File: src/rtl/dram_wr_gen.sv
// AXI4 write-traffic generator: writes burst_len beats of a replicated 32-bit pattern
// from an aligned base address, in chunks of at most MAX_BEATS, one burst in flight.
module dram_wr_gen #(
    parameter int DATA_W    = 512,
    parameter int ADDR_W    = 64,
    parameter int ID_W      = 16,
    parameter int MAX_BEATS = 64
) (
    input  logic                clk,
    input  logic                rst,
    input  logic                start,
    input  logic [31:0]         start_addr,
    input  logic [31:0]         burst_len,
    input  logic [31:0]         write_val,
    output logic                busy,
    output logic                done,
    output logic                err,
    output logic [31:0]         cycle_count,
    output logic [ID_W-1:0]     awid,
    output logic [ADDR_W-1:0]   awaddr,
    output logic [7:0]          awlen,
    output logic [2:0]          awsize,
    output logic [1:0]          awburst,
    output logic                awvalid,
    input  logic                awready,
    output logic [DATA_W-1:0]   wdata,
    output logic [DATA_W/8-1:0] wstrb,
    output logic                wlast,
    output logic                wvalid,
    input  logic                wready,
    input  logic [ID_W-1:0]     bid,
    input  logic [1:0]          bresp,
    input  logic                bvalid,
    output logic                bready
);

    localparam int                BYTES       = DATA_W / 8;
    localparam logic [2:0]        AWSIZE      = 3'($clog2(BYTES));
    localparam logic [ADDR_W-1:0] CHUNK_BYTES = ADDR_W'(MAX_BEATS * BYTES);
    // Base is aligned to a full chunk so no burst straddles a 4 KB page at default sizes.
    localparam logic [ADDR_W-1:0] ALIGN_MASK  = ~(CHUNK_BYTES - ADDR_W'(1));

    typedef enum logic [2:0] {IDLE, AW, W, B, FIN} state_t;

    state_t      state;
    logic [31:0] remaining;
    logic [31:0] next_rem;
    logic [8:0]  chunk;
    logic [8:0]  beats_left;
    logic        bid_unused;

    function automatic logic [8:0] chunk_of(input logic [31:0] rem);
        return (rem > 32'(MAX_BEATS)) ? 9'(MAX_BEATS) : rem[8:0];
    endfunction

    assign awid       = '0;
    assign next_rem   = remaining - 32'(chunk);
    assign bid_unused = ^bid;

    // NOTE: every register here, state and outputs alike, is assigned with <= so all
    // updates in one edge see the same pre-edge values; there is no memory, so the
    // synchronous reset clears everything.
    always_ff @(posedge clk) begin
        if (rst) begin
            state       <= IDLE;
            remaining   <= '0;
            chunk       <= '0;
            beats_left  <= '0;
            busy        <= 1'b0;
            done        <= 1'b0;
            err         <= 1'b0;
            cycle_count <= '0;
            awaddr      <= '0;
            awlen       <= '0;
            awsize      <= '0;
            awburst     <= '0;
            awvalid     <= 1'b0;
            wdata       <= '0;
            wstrb       <= '0;
            wlast       <= 1'b0;
            wvalid      <= 1'b0;
            bready      <= 1'b0;
        end else begin
            if (busy && cycle_count != '1)
                cycle_count <= cycle_count + 32'd1;

            case (state)
                IDLE: begin
                    if (start) begin
                        remaining   <= burst_len;
                        wdata       <= {(DATA_W/32){write_val}};
                        wstrb       <= '1;
                        awsize      <= AWSIZE;
                        awburst     <= 2'b01;
                        awaddr      <= ADDR_W'(start_addr) & ALIGN_MASK;
                        chunk       <= chunk_of(burst_len);
                        busy        <= 1'b1;
                        done        <= 1'b0;
                        err         <= 1'b0;
                        cycle_count <= '0;
                        if (burst_len == '0) begin
                            state <= FIN;
                        end else begin
                            awlen   <= 8'(chunk_of(burst_len) - 9'd1);
                            awvalid <= 1'b1;
                            state   <= AW;
                        end
                    end
                end

                AW: begin
                    if (awready) begin
                        awvalid    <= 1'b0;
                        wvalid     <= 1'b1;
                        wlast      <= (chunk == 9'd1);
                        beats_left <= chunk;
                        state      <= W;
                    end
                end

                W: begin
                    if (wready) begin
                        if (wlast) begin
                            wvalid <= 1'b0;
                            wlast  <= 1'b0;
                            bready <= 1'b1;
                            state  <= B;
                        end else begin
                            beats_left <= beats_left - 9'd1;
                            wlast      <= (beats_left == 9'd2);
                        end
                    end
                end

                B: begin
                    if (bvalid) begin
                        bready    <= 1'b0;
                        err       <= err | (bresp != 2'b00);
                        remaining <= next_rem;
                        if (next_rem != '0) begin
                            awaddr  <= awaddr + CHUNK_BYTES;
                            chunk   <= chunk_of(next_rem);
                            awlen   <= 8'(chunk_of(next_rem) - 9'd1);
                            awvalid <= 1'b1;
                            state   <= AW;
                        end else begin
                            state <= FIN;
                        end
                    end
                end

                // busy falls and done rises on the same edge; this edge is still counted.
                FIN: begin
                    busy  <= 1'b0;
                    done  <= 1'b1;
                    state <= IDLE;
                end

                default: state <= IDLE;
            endcase
        end
    end

endmodule

File: config.mk
export PLATFORM = sky130hd
export DESIGN_NAME = dram_wr_gen
export DESIGN_NICKNAME = d
export VERILOG_FILES = /design/src/rtl/dram_wr_gen.sv
export SDC_FILE = /design/constraint.sdc
export NUM_CORES = 1
export LEC_CHECK = 0
export ABC_AREA = 1
export ABC_CLOCK_PERIOD_IN_PS = 6100
export BUFFER_PORTS_ARGS = -buffer_cell sky130_fd_sc_hd__buf_2
export CORE_AREA = 2 2 323 325
export DETAILED_ROUTE_END_ITERATION = 8
export DIE_AREA = 0 0 325 327
export GPL_TIMING_DRIVEN = 0
export HOLD_SLACK_MARGIN = 0.1
export SKIP_LAST_GASP = 1
export SLEW_MARGIN = 40
export SYNTH_ARGS = -nofsm -noshare
export SYNTH_HDL_FRONTEND = slang
export SYNTH_SLANG_ARGS = --single-unit
File: constraint.sdc
create_clock -name clk -period 6.1 [get_ports clk]
set_input_delay 0.61 -clock clk [delete_from_list [all_inputs] [get_ports clk]]
set_output_delay 0.61 -clock clk [all_outputs]
set_load 0.05 [all_outputs]
==> flow_results.xml <==
<?xml version="1.0" encoding="UTF-8"?>
<metrics>
  <group name="timing">
    <metric name="max_freq" unit="MHz">273</metric>
    <metric name="layout_min_cycle_time" unit="ps">3660</metric>
    <metric name="relSlewSlack" unit="">0.451</metric>
    <metric name="finalCritPeriodShare" unit="">0.600</metric>
    <metric name="number_of_pins_with_negative_max_slew_slack_in_the_final_report" unit="">0</metric>
    <metric name="timing.clock.skew" unit="ps">23.7</metric>
    <metric name="grt_setup_unrepaired" unit="">no</metric>
    <metric name="final_hold_viol_count" unit="">0</metric>
    <metric name="worst-slew-pin-transition" unit="ps">823</metric>
    <metric name="number_of_endpoints_failing_setup_at_the_final_stage" unit="">0</metric>
    <metric name="fin_tns_setup" unit="ps">0</metric>
  </group>
  <group name="floorplan">
    <metric name="die_w" unit="um">325</metric>
    <metric name="coreArea" unit="sq um">103000</metric>
    <metric name="fp.dieArea" unit="sq um">106000</metric>
    <metric name="io-pin-count" unit="">828</metric>
    <metric name="fp.dieH" unit="um">327</metric>
    <metric name="initial_utilization" unit="">0.152</metric>
    <metric name="placement_rows" unit="">118</metric>
  </group>
  <group name="min_path">
    <metric name="min-delay-path-class" unit="">primary input to register</metric>
    <metric name="whs_endpoint" unit="">awaddr[26]</metric>
    <metric name="worstHoldStart" unit="">start_addr[26]</metric>
    <metric name="worst_hold_path.num_cells" unit="">3</metric>
  </group>
  <group name="clock_tree">
    <metric name="worst_setup_hold_path_clk_slew" unit="ps">100</metric>
    <metric name="clock_tree.buffer_depth" unit="">2</metric>
    <metric name="cts-buffers-inserted" unit="">17</metric>
    <metric name="clock_tree.htree_level_count" unit="">4</metric>
    <metric name="cts_repair_resize_count" unit="">0</metric>
    <metric name="clock_sinks" unit="">185</metric>
    <metric name="post-cts-setup-buffer-count" unit="">0</metric>
    <metric name="cts_tree" unit="">done</metric>
    <metric name="holdBufCountCts" unit="">0</metric>
    <metric name="insertion_delay" unit="ps">510</metric>
    <metric name="clock-root-buffer" unit="">sky130_fd_sc_hd__clkbuf_16</metric>
  </group>
  <group name="placement">
    <metric name="detailed_place_hpwl" unit="mm">62.3</metric>
    <metric name="io_buffer_count" unit="">767</metric>
    <metric name="gp_congestion" unit="">0.946</metric>
    <metric name="dp_cells" unit="">4515</metric>
  </group>
  <group name="layout">
    <metric name="final-instance-count-excl-fill" unit="">4555</metric>
    <metric name="drive_above_1_share" unit="">0.470</metric>
    <metric name="layout-area-overhead-vs-synth" unit="%">41.1</metric>
    <metric name="num-nets-final" unit="">3289</metric>
  </group>
  <group name="grt">
    <metric name="gr-total-overflow" unit="">0</metric>
    <metric name="initial_antenna_violation_count" unit="">21</metric>
    <metric name="grt_start_max_net_pins" unit="">55</metric>
    <metric name="grt.total_usage" unit="">0.135</metric>
    <metric name="first_global_vias" unit="">15454</metric>
    <metric name="grt_first_pass_wirelength" unit="mm">106</metric>
  </group>
  <group name="synthesis">
    <metric name="synth_area_per_cell" unit="sq um">6.68</metric>
    <metric name="synth_cells" unit="">2337</metric>
    <metric name="number_of_enable_flip_flop_cells_after_synthesis" unit="">0</metric>
    <metric name="synth.yosys.warnings" unit="">0</metric>
    <metric name="synth.cell_area" unit="sq um">15600</metric>
    <metric name="asyncSetResetFlopFracSynth" unit="">0</metric>
    <metric name="post_synth_num_cell_types" unit="">49</metric>
    <metric name="synth_flop_cell" unit="">sky130_fd_sc_hd__dfxtp_1</metric>
    <metric name="yosys_register_bits" unit="">185</metric>
    <metric name="yosysSeqAreaShare" unit="">0.237</metric>
  </group>
  <group name="worst_setup_path">
    <metric name="required" unit="ps">6490</metric>
    <metric name="crit-reg2reg-launch" unit="">chunk[0]</metric>
    <metric name="worst-r2r-cell-count" unit="">21</metric>
    <metric name="crit_path_end_kind" unit="">register</metric>
    <metric name="critical_path_maximum_fanout" unit="">7</metric>
    <metric name="reg2reg_slack" unit="ps">2440</metric>
    <metric name="critPathKind" unit="">register to register</metric>
    <metric name="timing.rr.end" unit="">awlen[6]</metric>
    <metric name="start_kind" unit="">register</metric>
    <metric name="arrival" unit="ps">4050</metric>
  </group>
  <group name="drt">
    <metric name="drt_pass1_iterations" unit="">6</metric>
    <metric name="drt-total-wl" unit="mm">75.3</metric>
    <metric name="route.detailed.drc" unit="">0</metric>
    <metric name="antenna_violating_nets_post_route" unit="">0</metric>
    <metric name="dr_total_vias" unit="">17594</metric>
    <metric name="first_iter_violations" unit="">1381</metric>
    <metric name="wire_per_inst" unit="um">16.5</metric>
    <metric name="detail_route.vias_per_cell" unit="">3.86</metric>
  </group>
  <group name="power">
    <metric name="power.static_leakage" unit="nW">11.6</metric>
    <metric name="finalPower" unit="mW">10.9</metric>
    <metric name="vdd_drop_max" unit="mV">0.272</metric>
    <metric name="power_density" unit="nW/um^2">495</metric>
  </group>
  <group name="run">
    <metric name="maxCapViolations" unit="">0</metric>
  </group>
  <group name="run_status">
    <metric name="status" unit="">finished, final reports clean</metric>
  </group>
</metrics>
worst max path at each step:
stage / end / depth (start not counted) / slack [ps] / startpoint
2_1_floorplan: awlen[6] / 22 / 3230 / remaining[0]
3_3_place_gp: awaddr[53] / 9 / 2430 / start
3_5_place_dp: awlen[6] / 21 / 2560 / chunk[0]
4_1_cts: awlen[6] / 21 / 2510 / chunk[0]
5_1_grt: awlen[6] / 22 / 2140 / remaining[0]
6_report: awlen[6] / 21 / 2440 / chunk[0]
where the power goes:
group | switching (mW) | internal [mW] | total, mW
clock network | 0.643 | 0.598 | 1.24
registers | 0.520 | 1.46 | 1.98
logic | 5.47 | 2.22 | 7.69
worst max-delay path, cell delays in order (launching register included):
cell and delay, ps:
sky130_fd_sc_hd__dfxtp_1 380, sky130_fd_sc_hd__ha_1 240, sky130_fd_sc_hd__fa_1 410, sky130_fd_sc_hd__inv_1 110
sky130_fd_sc_hd__nand2_1 70, sky130_fd_sc_hd__a21oi_1 240, sky130_fd_sc_hd__nand3_1 230, sky130_fd_sc_hd__nand3_1 170
sky130_fd_sc_hd__nand3_1 100, sky130_fd_sc_hd__nor2_1 110, sky130_fd_sc_hd__nand2_1 160, sky130_fd_sc_hd__nor2_4 230
sky130_fd_sc_hd__nand4_1 110, sky130_fd_sc_hd__nand2_1 140, sky130_fd_sc_hd__inv_1 130, sky130_fd_sc_hd__ha_1 250
sky130_fd_sc_hd__nand3_1 130, sky130_fd_sc_hd__nor2_1 70, sky130_fd_sc_hd__nand3_1 100, sky130_fd_sc_hd__nand2_1 50
sky130_fd_sc_hd__nor2_1 80, sky130_fd_sc_hd__nor2_1 40
state kept, by name (all words and copies together) (netlist names):
register and cells:
awaddr 52, awlen 8, awvalid 1, beats_left 9
bready 1, busy 1, chunk 9, cycle_count 32
done 1, err 1, remaining 32, state 3
wdata 32, wlast 1, wstrb 1, wvalid 1
final cells by class:
cell class,count,area (sq um)
fill,11713,80900
inverter,173,649
clock inverter,14,194
clock buffer,18,429
multi-input combinational,1364,6740
timing repair buffer,769,3890
tap,1380,1730
antenna,8,20.0
sequential,185,3730
buffer,644,4660
Yosys cell counts (all sizes together), types with 3 or more instances:
| cell | instances | area, sq um |
|---|---|---|
| a211oi | 20 | 160 |
| a21oi | 146 | 734 |
| a221oi | 24 | 210 |
| a31oi | 19 | 119 |
| buf | 598 | 4470 |
| clkbuf | 46 | 173 |
| clkinv | 3 | 11.3 |
| dfxtp | 185 | 3700 |
| ha | 14 | 175 |
| inv | 170 | 638 |
| nand2 | 457 | 1740 |
| nand3 | 124 | 631 |
| nand4 | 47 | 300 |
| nor2 | 240 | 978 |
| nor3 | 58 | 305 |
| nor4 | 24 | 150 |
| o21a | 4 | 30.0 |
| o21ai | 77 | 400 |
| o21bai | 3 | 22.5 |
| or2 | 8 | 50.1 |
| xnor2 | 10 | 87.6 |
| xor2 | 50 | 438 |
cell usage in the layout (no fill, tap or decap), types with 5 or more instances in the layout:
master                      count
sky130_fd_sc_hd__xnor2_1       10
sky130_fd_sc_hd__clkbuf_2       9
sky130_fd_sc_hd__a31oi_1       19
sky130_fd_sc_hd__conb_1        30
sky130_fd_sc_hd__nor3_1        54
sky130_fd_sc_hd__nor2_4         8
sky130_fd_sc_hd__inv_2         23
sky130_fd_sc_hd__dfxtp_2       18
sky130_fd_sc_hd__or2_2          5
sky130_fd_sc_hd__buf_2        777
sky130_fd_sc_hd__nor2_2         7
sky130_fd_sc_hd__xor2_1        50
sky130_fd_sc_hd__nand3_1      122
sky130_fd_sc_hd__a21oi_1      145
sky130_fd_sc_hd__a211oi_1      18
sky130_fd_sc_hd__a221oi_1      24
sky130_fd_sc_hd__inv_8          5
sky130_fd_sc_hd__nand2_2        5
sky130_fd_sc_hd__nor4_1        23
sky130_fd_sc_hd__clkbuf_16     17
sky130_fd_sc_hd__clkbuf_1      38
sky130_fd_sc_hd__nand2_1      450
sky130_fd_sc_hd__diode_2        8
sky130_fd_sc_hd__buf_4        582
sky130_fd_sc_hd__ha_1          14
sky130_fd_sc_hd__o21ai_1        7
sky130_fd_sc_hd__dfxtp_1      166
sky130_fd_sc_hd__o21ai_0       68
sky130_fd_sc_hd__nor2_1       225
sky130_fd_sc_hd__inv_1        147
sky130_fd_sc_hd__nand4_1       46
per-stage QoR:
stage	util	hold slack, ps	worst slack, ps	cell area (sq um)
after floorplan	-	457	3230	15700
after global placement	0.207	426	2430	21300
after detailed placement	0.208	426	2560	21400
after CTS	0.214	329	2510	22000
after global routing	0.214	347	2140	22000
final	0.214	359	2440	22000
kinds of logic (layout without fill, tap and decap cells):
kind of cell / count (synthesis) / in the layout / synth area share
adder cells (fa/ha/maj): 15 / 15 / 0.0125
flip-flops: 185 / 185 / 0.237
buffers and inverters: 817 / 1618 / 0.339
other: 1 / 38 / 0.000240
AND/OR/NAND/NOR: 962 / 962 / 0.268
XOR/XNOR: 60 / 60 / 0.0336
AO/OA/AOI/OAI: 297 / 297 / 0.109
routing by layer:
layer	share of wire	vias up	track usage
met3	0.077	81	0.0316
met1	0.42	8041	0.168
met5	0.00035	-	0
met4	0.018	4	0.0299
li1	-	8632	-
met2	0.49	836	0.235
(Power assumes the default switching activity.)
